[src/rtl/plru_pkg.sv]
// plru_pkg: shared sizing helper, default geometry and flush FSM encoding
package plru_pkg;

    localparam int DEF_NUM_SETS = 64;
    localparam int DEF_NUM_WAYS = 4;
    localparam int TREE_W       = DEF_NUM_WAYS - 1;

    typedef enum logic {IDLE, SWEEP} flush_state_e;

    function automatic int clog2(input int v);
        int r;
        r = 0;
        for (int i = 0; i < 31; i++) if ((1 << i) < v) r = i + 1;
        return r;
    endfunction

endpackage

[src/rtl/plru_tree_ctrl_if.sv]
// plru_tree_ctrl_if: lookup-stage access, flush and victim signals of the PLRU controller
interface plru_tree_ctrl_if import plru_pkg::*; #(
    parameter int NUM_SETS = DEF_NUM_SETS,
    parameter int NUM_WAYS = DEF_NUM_WAYS,
    localparam int SET_W = clog2(NUM_SETS),
    localparam int WAY_W = clog2(NUM_WAYS)
);
    logic                acc_valid;
    logic [SET_W-1:0]    acc_set;
    logic                acc_hit;
    logic [NUM_WAYS-1:0] acc_way;
    logic [NUM_WAYS-1:0] valid_mask;
    logic                flush_req;
    logic                busy;
    logic [NUM_WAYS-1:0] repl_way;
    logic [WAY_W-1:0]    repl_idx;
    logic                repl_from_invalid;

    modport master (
        output acc_valid, acc_set, acc_hit, acc_way, valid_mask, flush_req,
        input  busy, repl_way, repl_idx, repl_from_invalid
    );

    modport slave (
        input  acc_valid, acc_set, acc_hit, acc_way, valid_mask, flush_req,
        output busy, repl_way, repl_idx, repl_from_invalid
    );
endinterface

[src/rtl/plru_tree_next.sv]
// plru_tree_next: victim selection and promoted next tree state for one set
module plru_tree_next import plru_pkg::*; #(
    parameter int NUM_WAYS = DEF_NUM_WAYS,
    localparam int WAY_W = clog2(NUM_WAYS),
    localparam int TW = NUM_WAYS - 1
) (
    input  logic [TW-1:0]       tree_i,
    input  logic [NUM_WAYS-1:0] valid_mask_i,
    input  logic [NUM_WAYS-1:0] promote_way_i,
    input  logic                hit_i,
    output logic [NUM_WAYS-1:0] victim_way_o,
    output logic [WAY_W-1:0]    victim_idx_o,
    output logic                from_invalid_o,
    output logic [TW-1:0]       tree_o
);
    logic [WAY_W-1:0] tree_idx, inv_idx, hit_idx, prom_idx;
    logic [TW-1:0]    promoted;

    // Follow node bits from the root; each level contributes one index bit, MSB first
    always_comb begin
        int node;
        node = 0;
        tree_idx = '0;
        for (int l = 0; l < WAY_W; l++) begin
            tree_idx[WAY_W-1-l] = 1'(tree_i >> node);
            node = 2 * node + 1 + int'(tree_idx[WAY_W-1-l]);
        end
    end

    // Lowest-index invalid way and binary index of the one-hot hit way
    always_comb begin
        inv_idx = '0;
        hit_idx = '0;
        for (int i = NUM_WAYS - 1; i >= 0; i--) if (!valid_mask_i[i]) inv_idx = WAY_W'(i);
        for (int i = 0; i < NUM_WAYS; i++) if (promote_way_i[i]) hit_idx = hit_idx | WAY_W'(i);
    end

    assign from_invalid_o = ~&valid_mask_i;
    assign victim_idx_o   = from_invalid_o ? inv_idx : tree_idx;
    assign victim_way_o   = NUM_WAYS'(1) << victim_idx_o;
    assign prom_idx       = hit_i ? hit_idx : victim_idx_o;

    // Point every node on the path to the promoted way towards the other subtree
    always_comb begin
        int node;
        node = 0;
        promoted = tree_i;
        for (int l = 0; l < WAY_W; l++) begin
            promoted = prom_idx[WAY_W-1-l] ? (promoted & ~(TW'(1) << node)) : (promoted | (TW'(1) << node));
            node = 2 * node + 1 + int'(prom_idx[WAY_W-1-l]);
        end
    end

    // A hit with a zero or multi-hot way leaves the set untouched
    assign tree_o = (hit_i && !$onehot(promote_way_i)) ? tree_i : promoted;

endmodule

[src/rtl/plru_tree_ctrl.sv]
// plru_tree_ctrl: per-set tree pseudo-LRU state array with victim select and flush sweep
module plru_tree_ctrl import plru_pkg::*; #(
    parameter int NUM_SETS = DEF_NUM_SETS,
    parameter int NUM_WAYS = DEF_NUM_WAYS,
    localparam int SET_W = clog2(NUM_SETS),
    localparam int TW = NUM_WAYS - 1
) (
    input logic             clk,
    input logic             reset,
    plru_tree_ctrl_if.slave bus
);
    logic [TW-1:0]    state_q [NUM_SETS];
    logic [TW-1:0]    tree_cur, tree_nx;
    flush_state_e     fsm_q, fsm_d;
    logic [SET_W-1:0] ptr_q, ptr_d;
    logic             accept;

    assign tree_cur = state_q[bus.acc_set];
    assign accept   = bus.acc_valid && fsm_q == IDLE;
    assign bus.busy = fsm_q == SWEEP;

    plru_tree_next #(.NUM_WAYS(NUM_WAYS)) u_next (
        .tree_i        (tree_cur),
        .valid_mask_i  (bus.valid_mask),
        .promote_way_i (bus.acc_way),
        .hit_i         (bus.acc_hit),
        .victim_way_o  (bus.repl_way),
        .victim_idx_o  (bus.repl_idx),
        .from_invalid_o(bus.repl_from_invalid),
        .tree_o        (tree_nx)
    );

    // Sweep walks ptr over every set once, then falls back to IDLE with ptr wrapped to 0
    always_comb begin
        fsm_d = fsm_q;
        ptr_d = ptr_q;
        if (fsm_q == IDLE) begin
            fsm_d = bus.flush_req ? SWEEP : IDLE;
        end else begin
            ptr_d = ptr_q + 1'b1;
            fsm_d = (ptr_q == SET_W'(NUM_SETS - 1)) ? IDLE : SWEEP;
        end
    end

    // Flush FSM and sweep pointer registers
    always_ff @(posedge clk) begin
        if (reset) begin
            fsm_q <= IDLE;
            ptr_q <= '0;
        end else begin
            fsm_q <= fsm_d;
            ptr_q <= ptr_d;
        end
    end

    // State array: reset clears all sets, sweep clears one set, accepted access writes the promoted tree
    always_ff @(posedge clk) begin
        if (reset) begin
            for (int s = 0; s < NUM_SETS; s++) state_q[s] <= '0;
        end else if (fsm_q == SWEEP) begin
            state_q[ptr_q] <= '0;
        end else if (accept) begin
            state_q[bus.acc_set] <= tree_nx;
        end
    end

endmodule

[src/flat_wrapper.sv]
// flat-port wrapper written by rule: the top's interface ports become plain ports
module plru_tree_ctrl_flat import plru_pkg::*;
#(
    parameter int NUM_SETS = DEF_NUM_SETS,
    parameter int NUM_WAYS = DEF_NUM_WAYS,
    localparam int SET_W = clog2(NUM_SETS),
    localparam int TW = NUM_WAYS - 1
)
  (clk, reset, bus_acc_valid, bus_acc_set, bus_acc_hit, bus_acc_way, bus_valid_mask, bus_flush_req, bus_busy, bus_repl_way, bus_repl_idx, bus_repl_from_invalid);
  plru_tree_ctrl_if #(.NUM_SETS(NUM_SETS), .NUM_WAYS(NUM_WAYS)) bus_i ();
  input logic clk;
  input logic reset;
  input wire logic [$bits(bus_i.acc_valid)-1:0] bus_acc_valid;
  input wire logic [$bits(bus_i.acc_set)-1:0] bus_acc_set;
  input wire logic [$bits(bus_i.acc_hit)-1:0] bus_acc_hit;
  input wire logic [$bits(bus_i.acc_way)-1:0] bus_acc_way;
  input wire logic [$bits(bus_i.valid_mask)-1:0] bus_valid_mask;
  input wire logic [$bits(bus_i.flush_req)-1:0] bus_flush_req;
  output wire logic [$bits(bus_i.busy)-1:0] bus_busy;
  output wire logic [$bits(bus_i.repl_way)-1:0] bus_repl_way;
  output wire logic [$bits(bus_i.repl_idx)-1:0] bus_repl_idx;
  output wire logic [$bits(bus_i.repl_from_invalid)-1:0] bus_repl_from_invalid;
  assign bus_i.acc_valid = bus_acc_valid;
  assign bus_i.acc_set = bus_acc_set;
  assign bus_i.acc_hit = bus_acc_hit;
  assign bus_i.acc_way = bus_acc_way;
  assign bus_i.valid_mask = bus_valid_mask;
  assign bus_i.flush_req = bus_flush_req;
  assign bus_busy = bus_i.busy;
  assign bus_repl_way = bus_i.repl_way;
  assign bus_repl_idx = bus_i.repl_idx;
  assign bus_repl_from_invalid = bus_i.repl_from_invalid;
  plru_tree_ctrl #(.NUM_SETS(NUM_SETS), .NUM_WAYS(NUM_WAYS)) u_core (.clk(clk), .reset(reset), .bus(bus_i));
endmodule
[config.mk]
export PLATFORM = sky130hd
export DESIGN_NAME = plru_tree_ctrl_flat
export DESIGN_NICKNAME = d
export VERILOG_FILES = /design/src/rtl/plru_pkg.sv /design/src/rtl/plru_tree_ctrl_if.sv /design/src/rtl/plru_tree_next.sv /design/src/rtl/plru_tree_ctrl.sv /design/src/flat_wrapper.sv
export SDC_FILE = /design/constraint.sdc
export NUM_CORES = 1
export LEC_CHECK = 0
export ABC_AREA = 1
export ABC_CLOCK_PERIOD_IN_PS = 4500
export BUFFER_PORTS_ARGS = -buffer_cell sky130_fd_sc_hd__clkbuf_2
export CELL_PAD_IN_SITES_DETAIL_PLACEMENT = 1
export CELL_PAD_IN_SITES_GLOBAL_PLACEMENT = 2
export CORE_MARGIN = 1
export CORE_UTILIZATION = 40
export CTS_CLUSTER_SIZE = 25
export DETAILED_ROUTE_END_ITERATION = 8
export PLACE_DENSITY = 0.92
export SETUP_SLACK_MARGIN = 0.3
export SLEW_MARGIN = 10
export SYNTH_ARGS = -nofsm -noshare
export SYNTH_HDL_FRONTEND = slang
export SYNTH_SLANG_ARGS = --single-unit
[constraint.sdc]
create_clock -name clk -period 4.5 [get_ports clk]
set_clock_uncertainty 0.15 [all_clocks]
set_input_delay 0.45 -clock clk [delete_from_list [all_inputs] [get_ports clk]]
set_output_delay 0.45 -clock clk [all_outputs]
set_load 0.005 [all_outputs]
Yosys cells after proc, flatten, opt, wreduce, memory -nomap -nowiden
Memory sizes are Yosys's and may differ from the RTL's.
Cells that the tools add are included.
Word-level totals
  register bits after elaboration: 7
  RAM bits: 192
  logic and storage cells: 55
  memories kept: 1
Operators by class
  add/sub/neg operators: 6
  equal/unequal tests: 2
  shifts and indexed selects: 3
  muxes and demuxes: 30
  bitwise gates (word level): 4
  reduce and logical (&&, ||, !) cells: 7
Memories
  u_core.state_q: words 64, bits a word 3, rd ports 1, clocked after Yosys merged registers in 0, write ports 64, RTL line plru_tree_ctrl.sv:12  | logic [TW-1:0] state_q [NUM_SETS];
Operators by type and width (count)
  two-way mux 1 bit: 16
  two-way mux 2 bit: 8
  two-way mux 3 bit: 4
  two-way mux 6 bit: 2
  adder 6 x 1 -> 6 bit, second input constant: 1
  == test 6 bit, second input constant: 1
  OR reduction 3 bit: 2
  adder 1 x 1 -> 2 bit: 2
  adder 1 x 1 -> 2 bit, first input constant: 2
  AND reduction 4 bit: 1
  << shifter 1 x 2 -> 4 bit, first input constant: 1
  adder 2 x 2 -> 3 bit: 1
  bitwise AND 3 bit: 1
  == test 3 x 1 -> 1 bit, second input constant: 1
  inverter 3 bit: 1
  bitwise OR 3 bit: 1
  << shifter 1 x 2 -> 3 bit, first input constant: 1
  right shift 3 x 2 -> 1 bit: 1
  logical AND 1 bit: 2
  logical NOT 1 bit: 2
  inverter 1 bit: 1

Depth between registers and ports, before layout
Gate-level depths: netlist of run 1.
  depth in word-level cells: 13
  gate-level depth with buffers: 20
  mapped depth without buffers: 16

Hierarchy
From an unflattened synthesis of run 1, not the netlist that was laid out.
Second synthesis, totals
  cell total of the unflattened synthesis: 1136
  area total of the unflattened synthesis: 9828.2 µm²
Modules (own cells, without submodules)
  plru_tree_ctrl: instances 1, cells an instance 1082, area each 9565.4 µm², sequential area each 5905.7 µm²
  plru_tree_next: instances 1, cells an instance 54, area each 262.8 µm², sequential area each 0.0 µm²

Least setup slack after synthesis of run 1
OpenSTA, ideal clock, no wires.
  path type: input to register
  start: in bus_acc_way[0]
  end: mem u_core.state_q[49][1] in the netlist's numbering, data pin
  arrival time: 2576 ps
  data required time: 4094 ps
  slack: 1518 ps
  stages on the path: 12
  cells stage by stage: inv_1 > fa_1 > inv_1 > ha_1 > ha_1 > o31ai_1 > nand3_1 > inv_1 > nand3_1 > nand2_2 > buf_4 > nor2_2
RTL lines
  from (decl): RTL line flat_wrapper.sv:16  | input wire logic [$bits(bus_i.acc_way)-1:0] bus_acc_way;
  to (decl): RTL line plru_tree_ctrl.sv:12

Worst setup path after layout of run 1
  start: in bus_acc_set[0]
  end: out bus_repl_way[1]
Between the ends
  longest elaborated chain between the ends: 5
Ends and longest elaborated chain
  from (decl): RTL line flat_wrapper.sv:14  | input wire logic [$bits(bus_i.acc_set)-1:0] bus_acc_set;
  memory read (64 x 3 bit) *
  adder 1 x 1 -> 2 bit: RTL line plru_tree_next.sv:26  | node = 2 * node + 1 + int'(tree_idx[WAY_W-1-l]);
  right shift 3 x 2 -> 1 bit: RTL line plru_tree_next.sv:25  | tree_idx[WAY_W-1-l] = 1'(tree_i >> node);
  two-way mux 2 bit *: RTL line plru_tree_next.sv:39  | assign victim_idx_o = from_invalid_o ? inv_idx : tree_idx;
  << shifter 1 x 2 -> 4 bit *: RTL line plru_tree_next.sv:40  | assign victim_way_o = NUM_WAYS'(1) << victim_idx_o;
  to (decl): RTL line flat_wrapper.sv:20  | output wire logic [$bits(bus_i.repl_way)-1:0] bus_repl_way;
Mark *: on every way between the ends. The rest lies on a longest branch, timed or not.

==> run metrics, run 1 <==
outcome complete, no violations; core area 24,500 um2; DR vias 7,819; Clock Power Share 0.370; Power Dens Cells 365 nW/um2; Setup CP Type in2out; post-route ant nets 0; width of the die 161 um; cell chosen for the clock root clkbuf_16; largest net degree at the start of global routing 98; Yosys cell types 33; Final TNS setup 0 ns; Slew headroom 0.381; P_int 0.00297 W; via/cell ratio 5.28; main area contributors after synthesis edfxtp_1 57%, nand2_1 14%, nand3_1 8.8%; first-pass GRT wire length 43,600 um; CTS resizes 0; IO buf count 26; Combinational Power Share 0.104; Slew @ Worst Pin 0.929 ns; cts bufs inserted 17; Sw Share 0.260; half-perimeter wire length after placement 18,400 um; Die H 161 um; DRC 0; sequential area share after synthesis 0.585; syn avg cell area 8.80 um2; postcts setup bufs 0; Synth top area share 0.571; nets@finish 1,167; Die Area 25,900 um2; CTS sink cnt 199; fin crit period 3.30 ns; vias in the first global route 8,028; cells along the critical path buf_4 > inv_4 > buf_4 > nand2_1 > nand3_1 > nand3_1 > nand2_1 > nand2_1 > nand3_1 > nand3_1 > nand2_2 > inv_1 > nand2_1 > nand3_1 > nand2_1 > inv_1 > nor2_1 > clkbuf_2; clk_lat worst skew 0.44 ns; biggest fanout along the worst timing path 31; Critical Path Sink Type primary output; Total Wirelength 27,800 um; H-Tree Depth 4; hold buffer count at CTS 0; Flop pwr share 0.526; worst min path class in2reg; FMAX 303 MHz; Synth Register Bits 199; leading area contributor after synthesis edfxtp_1; Global Route Usage Sum 0.223; worst vdd ir 202 uV; CTS max path bufs 2; layout cells sized above 1 0.102; Tcrit/Tclk final 0.732; Initial Util 0.412; synthesized cell area 10,100 um2; Crit-path slowest cell inv_4; initial drt markers 637; worst hold stages 3; crit path DAT 2.70 ns; setup violators final 0; max-slew violation count 0; CP required 3.90 ns; hold slack 0.0868 ns; TritonCTS clock tree done; r2r startpoint u_core.bus.busy$_SDFF_PP0_; wire per inst 18.8 um; Boundary Pins 27; Setup crit start kind primary input; R2R depth 9; commonest non-fill, non-tap cell in the layout nand2_1; slowest stage delay, CP 0.28 ns; MaxCap Viol Count 0; initial antenna violation count 1; Worst-path clk slew 0.06 ns; Worst Hold Path EP u_core.bus.busy$_SDFF_PP0_; WP buf/inv 6; delay-heaviest family, CP simple AND/OR/NAND/NOR gates; post-route core utilization 0.448; Synthesis Warnings 0; Cell Rows 57; Cells after Synth 1,147; commonest non-fill, non-tap cells in the layout 385 x nand2_1, 204 x nor2_1, 192 x edfxtp_1, 178 x nand3_1, 40 x inv_1; Hold Fails Final Rpt 0; Final Wtd Congestion 0.802; Reg2Reg Setup Slack 1.26 ns; GR Overflow Total 0; Worst Hold Launch bus_flush_req; RSZ-0062 raised after global routing false; first drt pass iteration count 5; Area Overhead vs Synth 8.87%; Switching Power 0.00104 W; Leak 4.19 nW; Mapped Nets 1,170; RR Endpoint u_core.state_q[8][2]$_SDFFCE_PN0P_
## stage by stage
stage	worst slack, ns	total power (W)	instances	area (um2)
after CTS	1.22	0.00403	1479	11000
after detailed placement	0.926	0.00257	1449	10400
after floorplan	1.52	0.00243	1147	10100
final	1.20	0.00401	1480	11000
after global routing	1.00	0.00414	1479	11000
after global placement	1.01	0.00256	1449	10400
## final cells by class
type	count	area (um2)
sequential	199	5910
multi-input combinational	834	3600
timing repair buffer	46	358
fill	2881	13500
tap	324	405
clock buffer	19	433
clock inverter	11	115
antenna	1	2.50
inverter	46	176
## power groups by stage
stage | combinational, W | clock, W | sequential [W]
global route | 0.000460 | 0.00156 | 0.00212
global placement | 0.000409 | 0 | 0.00215
detailed placement | 0.000418 | 0 | 0.00215
floorplan | 0.000291 | 0 | 0.00214
finish | 0.000417 | 0.00148 | 0.00211
CTS | 0.000420 | 0.00149 | 0.00211
## logic make-up after synthesis
group / synth area share
simple gates: 0.337
flops: 0.585
buf+inv: 0.0597
compound gates: 0.0130
fa+ha+maj: 0.00570
## synthesized netlist by cell type, drive strengths merged
cell type	n
nand2	388
nor2	224
edfxtp	192
nand3	179
buf	58
inv	45
nor3	16
o21ai	11
clkbuf	10
dfxtp	7
a21oi	6
ha	3
or2	3
o211ai	2
clkinv	1
fa	1
o31ai	1
## state kept, by name (all words and copies together) (netlist names)
register and cells:
u_core.state_q 192, u_core.bus.busy 1, u_core.ptr_q 6
## worst register-to-register path: stages (launching register included)
cell,delay (ns)
dfxtp_1,0.41
nor3_4,0.37
inv_2,0.19
o21ai_1,0.31
inv_1,0.10
nor2_1,0.15
inv_1,0.10
nor3_2,0.68
nand2_1,0.28
nand2_1,0.21
## how the worst max path moves through the flow
stage | startpoint | to | slack (ns) | cells after the start
after detailed placement | bus_acc_way[3] | u_core.state_q[9][2]$_SDFFCE_PN0P_ | 0.93 | 13
final | bus_acc_set[0] | bus_repl_way[1] | 1.20 | 18
after CTS | bus_acc_set[0] | bus_repl_way[1] | 1.22 | 18
after global routing | bus_acc_set[0] | bus_repl_way[1] | 1.00 | 18
after floorplan | bus_acc_way[0] | u_core.state_q[49][1]$_SDFFCE_PN0P_ | 1.52 | 12
after global placement | bus_acc_way[0] | u_core.state_q[14][2]$_SDFFCE_PN0P_ | 1.01 | 13
## routing by layer
layer	wire, um	vias to the layer above	track usage
li1	-	3772	-
met1	12300	3851	0.290
met2	14000	157	0.385
met3	912	39	0.0261
met4	582	0	0.0780
met5	0	-	0
No activity file was read; power rests on OpenSTA's default activity.
==> run 2, diff against run 1 <==
--- a/config.mk
+++ b/config.mk
@@ -6,15 +6,15 @@
 export NUM_CORES = 1
 export LEC_CHECK = 0
 export ABC_AREA = 1
-export ABC_CLOCK_PERIOD_IN_PS = 4500
+export ABC_CLOCK_PERIOD_IN_PS = 2900
 export BUFFER_PORTS_ARGS = -buffer_cell sky130_fd_sc_hd__clkbuf_2
 export CELL_PAD_IN_SITES_DETAIL_PLACEMENT = 1
 export CELL_PAD_IN_SITES_GLOBAL_PLACEMENT = 2
 export CORE_MARGIN = 1
-export CORE_UTILIZATION = 40
+export CORE_UTILIZATION = 36
 export CTS_CLUSTER_SIZE = 25
 export DETAILED_ROUTE_END_ITERATION = 8
-export PLACE_DENSITY = 0.92
+export PLACE_DENSITY = 0.88
 export SETUP_SLACK_MARGIN = 0.3
 export SLEW_MARGIN = 10
 export SYNTH_ARGS = -nofsm -noshare
==> constraint.sdc (replaced) <==
create_clock -name clk -period 2.9 [get_ports clk]
set_clock_uncertainty 0.15 [all_clocks]
set_input_delay 0.29 -clock clk [delete_from_list [all_inputs] [get_ports clk]]
set_output_delay 0.29 -clock clk [all_outputs]
set_load 0.005 [all_outputs]
==> run metrics, run 2 (synthesized netlist as in run 1, its figures left out) <==
Worst Hold Path EP u_core.ptr_q[3]$_SDFFE_PP0P_ (was u_core.bus.busy$_SDFF_PP0_); Global Route Usage Sum 0.219 (was 0.223); met2 Use GR 0.402 (was 0.385); Design Power 0.00652 W (was 0.00401 W); RR Endpoint u_core.state_q[21][1]$_SDFFCE_PN0P_ (was u_core.state_q[8][2]$_SDFFCE_PN0P_); hold slack 0.310 ns (was 0.0868 ns); Die Area 28,700 um2 (was 25,900 um2); TritonCTS clock tree done (unchanged); width of the die 169 um (was 161 um); Setup CP Type reg2out (was in2out); CP required 2.46 ns (was 3.90 ns); largest net degree at the start of global routing 70 (was 98); Tcrit/Tclk final 0.925; nets@finish 1,257 (was 1,167); CTS sink cnt 199 (unchanged); Critical Path Sink Type primary output (unchanged); Setup crit start kind flop (was primary input); vias in the first global route 8,645 (was 8,028); first drt pass iteration count 5 (unchanged); Leak 4.90 nW (was 4.19 nW); IO buf count 26 (unchanged); fin area 12,500 um2 (was 11,000 um2); Reg2Reg Setup Slack 0.26 ns (was 1.26 ns); Storage cell area 5910 um2 (about the same); commonest non-fill, non-tap cell in the layout nand2_1 (unchanged); DRC 0 (unchanged); setup violators final 0 (unchanged); half-perimeter wire length after placement 20,600 um (was 18,400 um); Worst-path clk slew 0.08 ns (was 0.06 ns); P_int 0.00470 W (was 0.00297 W); MaxCap Viol Count 0 (unchanged); worst vdd ir 249 uV (was 202 uV); initial antenna violation count 0 (was 1); wire per inst 19.8 um (was 18.8 um); Combinational Power Share 0.139 (was 0.104); R2R depth 18 (was 9); met1 GRT Util 0.272 (was 0.290); clk_lat worst skew 0.45 ns (was 0.44 ns); Hold Fails Final Rpt 0 (unchanged); worst hold stages 5 (was 3); Die H 169 um (was 161 um); cell chosen for the clock root clkbuf_16 (unchanged); GRT met3 Usage 0.0222 (was 0.0261); commonest non-fill, non-tap cells in the layout 374 x nand2_1, 201 x nor2_1, 192 x edfxtp_1, 134 x nand3_1, 73 x buf_4 (was 385 x nand2_1, 204 x nor2_1, 192 x edfxtp_1, 178 x nand3_1, 40 x inv_1); via/cell ratio 5.20 (was 5.28); fill cell count 3,135 (was 2,881); Boundary Pins 27 (unchanged); first-pass GRT wire length 47,000 um (was 43,600 um); Final TNS setup 0 ns (unchanged); crit path DAT 2.24 ns (was 2.70 ns); dpl cell area 11,200 um2 (was 10,400 um2); CTS max path bufs 2 (unchanged); DP Worst Slack -0.0416 ns (was 0.926 ns); Sw Share 0.279 (was 0.260); GR Overflow Total 0 (unchanged); max FFs per register 192 (unchanged); post-route ant nets 0 (unchanged); Slew headroom 0.577 (was 0.381); layout cells sized above 1 0.225 (was 0.102); cts bufs inserted 17 (unchanged); initial drt markers 583 (was 637); max-slew violation count 0 (unchanged); RSZ-0062 raised after global routing true (was false); Largest Register u_core.state_q (unchanged); Top Usage Layer GRT met2 (unchanged); Final Wtd Congestion 0.796 (was 0.802); core area 27,300 um2 (was 24,500 um2); Setup WS post-layout 0.217 ns (was 1.20 ns); DR vias 8,418 (was 7,819); outcome complete, no violations (unchanged); footprint of the multi-input gates 3990 um2 (was 3600 um2); FMAX 373 MHz; Clock Power Share 0.359 (was 0.370); Switching Power 0.00182 W (was 0.00104 W); biggest fanout along the worst timing path 4 (was 31); Slew @ Worst Pin 0.634 ns (was 0.929 ns); Total Wirelength 32,000 um (was 27,800 um); Worst Hold Launch reset (was bus_flush_req); H-Tree Depth 4 (unchanged); Initial Util 0.371 (was 0.412); Area Overhead vs Synth 24.1% (was 8.87%); r2r startpoint u_core.state_q[43][1]$_SDFFCE_PN0P_ (was u_core.bus.busy$_SDFF_PP0_); worst min path class in2reg (unchanged); Power Dens Cells 520 nW/um2 (was 365 nW/um2); fin crit period 2.68 ns; n_diodes 0 (was 1); Flop pwr share 0.502 (was 0.526); Cell Rows 60 (was 57)
## run 2: power by group through the flow
stage               sequential (W)  clock [W]  combinational [W]
finish                     0.00327    0.00234           0.000905
global route               0.00328    0.00245           0.000971
CTS                        0.00327    0.00236           0.000793
detailed placement         0.00334          0           0.000747
global placement           0.00333          0           0.000728
floorplan                  0.00332          0           0.000463
## run 2: area by class of cell
class                           instances  area share
Multi-Input combinational cell        834       0.318
Sequential cell                       199       0.471
Clock inverter                         15      0.0108
Tap cell                              372      0.0372
Inverter                               46      0.0150
Clock buffer                           17      0.0340
Timing Repair Buffer                  136       0.114
## run 2: what timing repair did
action | 4_1_cts | 5_1_grt
setup endpoints to repair | 79 | 248
hold buffers | 2 | 0
cloned | 2 | 8
setup buffers | 5 | 6
hold endpoints to repair | 3 | 0
pin swaps | 19 | 38
gates resized for setup | 24 | 78
## run 2: worst max path at each step
stage / end / start / slack, ns
2_1_floorplan: u_core.state_q[49][2]$_SDFFCE_PN0P_ / bus_acc_way[0] / 0.34
3_3_place_gp: u_core.state_q[12][0]$_SDFFCE_PN0P_ / bus_acc_set[0] / 0.02
3_5_place_dp: u_core.state_q[0][1]$_SDFFCE_PN0P_ / bus_acc_set[0] / -0.04
4_1_cts: bus_repl_way[3] / u_core.state_q[36][0]$_SDFFCE_PN0P_ / 0.29
5_1_grt: bus_repl_way[2] / u_core.state_q[35][1]$_SDFFCE_PN0P_ / 0.08
6_report: bus_repl_way[2] / u_core.state_q[43][1]$_SDFFCE_PN0P_ / 0.22
## run 2: metal layers
layer,vias up,share of wire
met5,-,0
met4,0,0.018
met3,43,0.037
met2,189,0.52
met1,4223,0.42
li1,3963,-
## run 2: critical path, cell delays in order, from the launching register on
cell,delay [ns]
edfxtp_1,0.37
nand2_1,0.07
nand3_1,0.12
nand3_2,0.12
nand2_1,0.06
nand2_1,0.08
nand3_2,0.13
nand3_2,0.10
nand2_1,0.07
inv_2,0.09
nand2_2,0.07
nand3_2,0.09
buf_6,0.11
nand2_4,0.05
nor2_1,0.13
clkbuf_2,0.13
## run 2: stage by stage
step	utilization	instances
finish	0.460	1619
global route	0.460	1619
CTS	0.439	1605
global placement	0.410	1564
floorplan	-	1147
detailed placement	0.410	1564
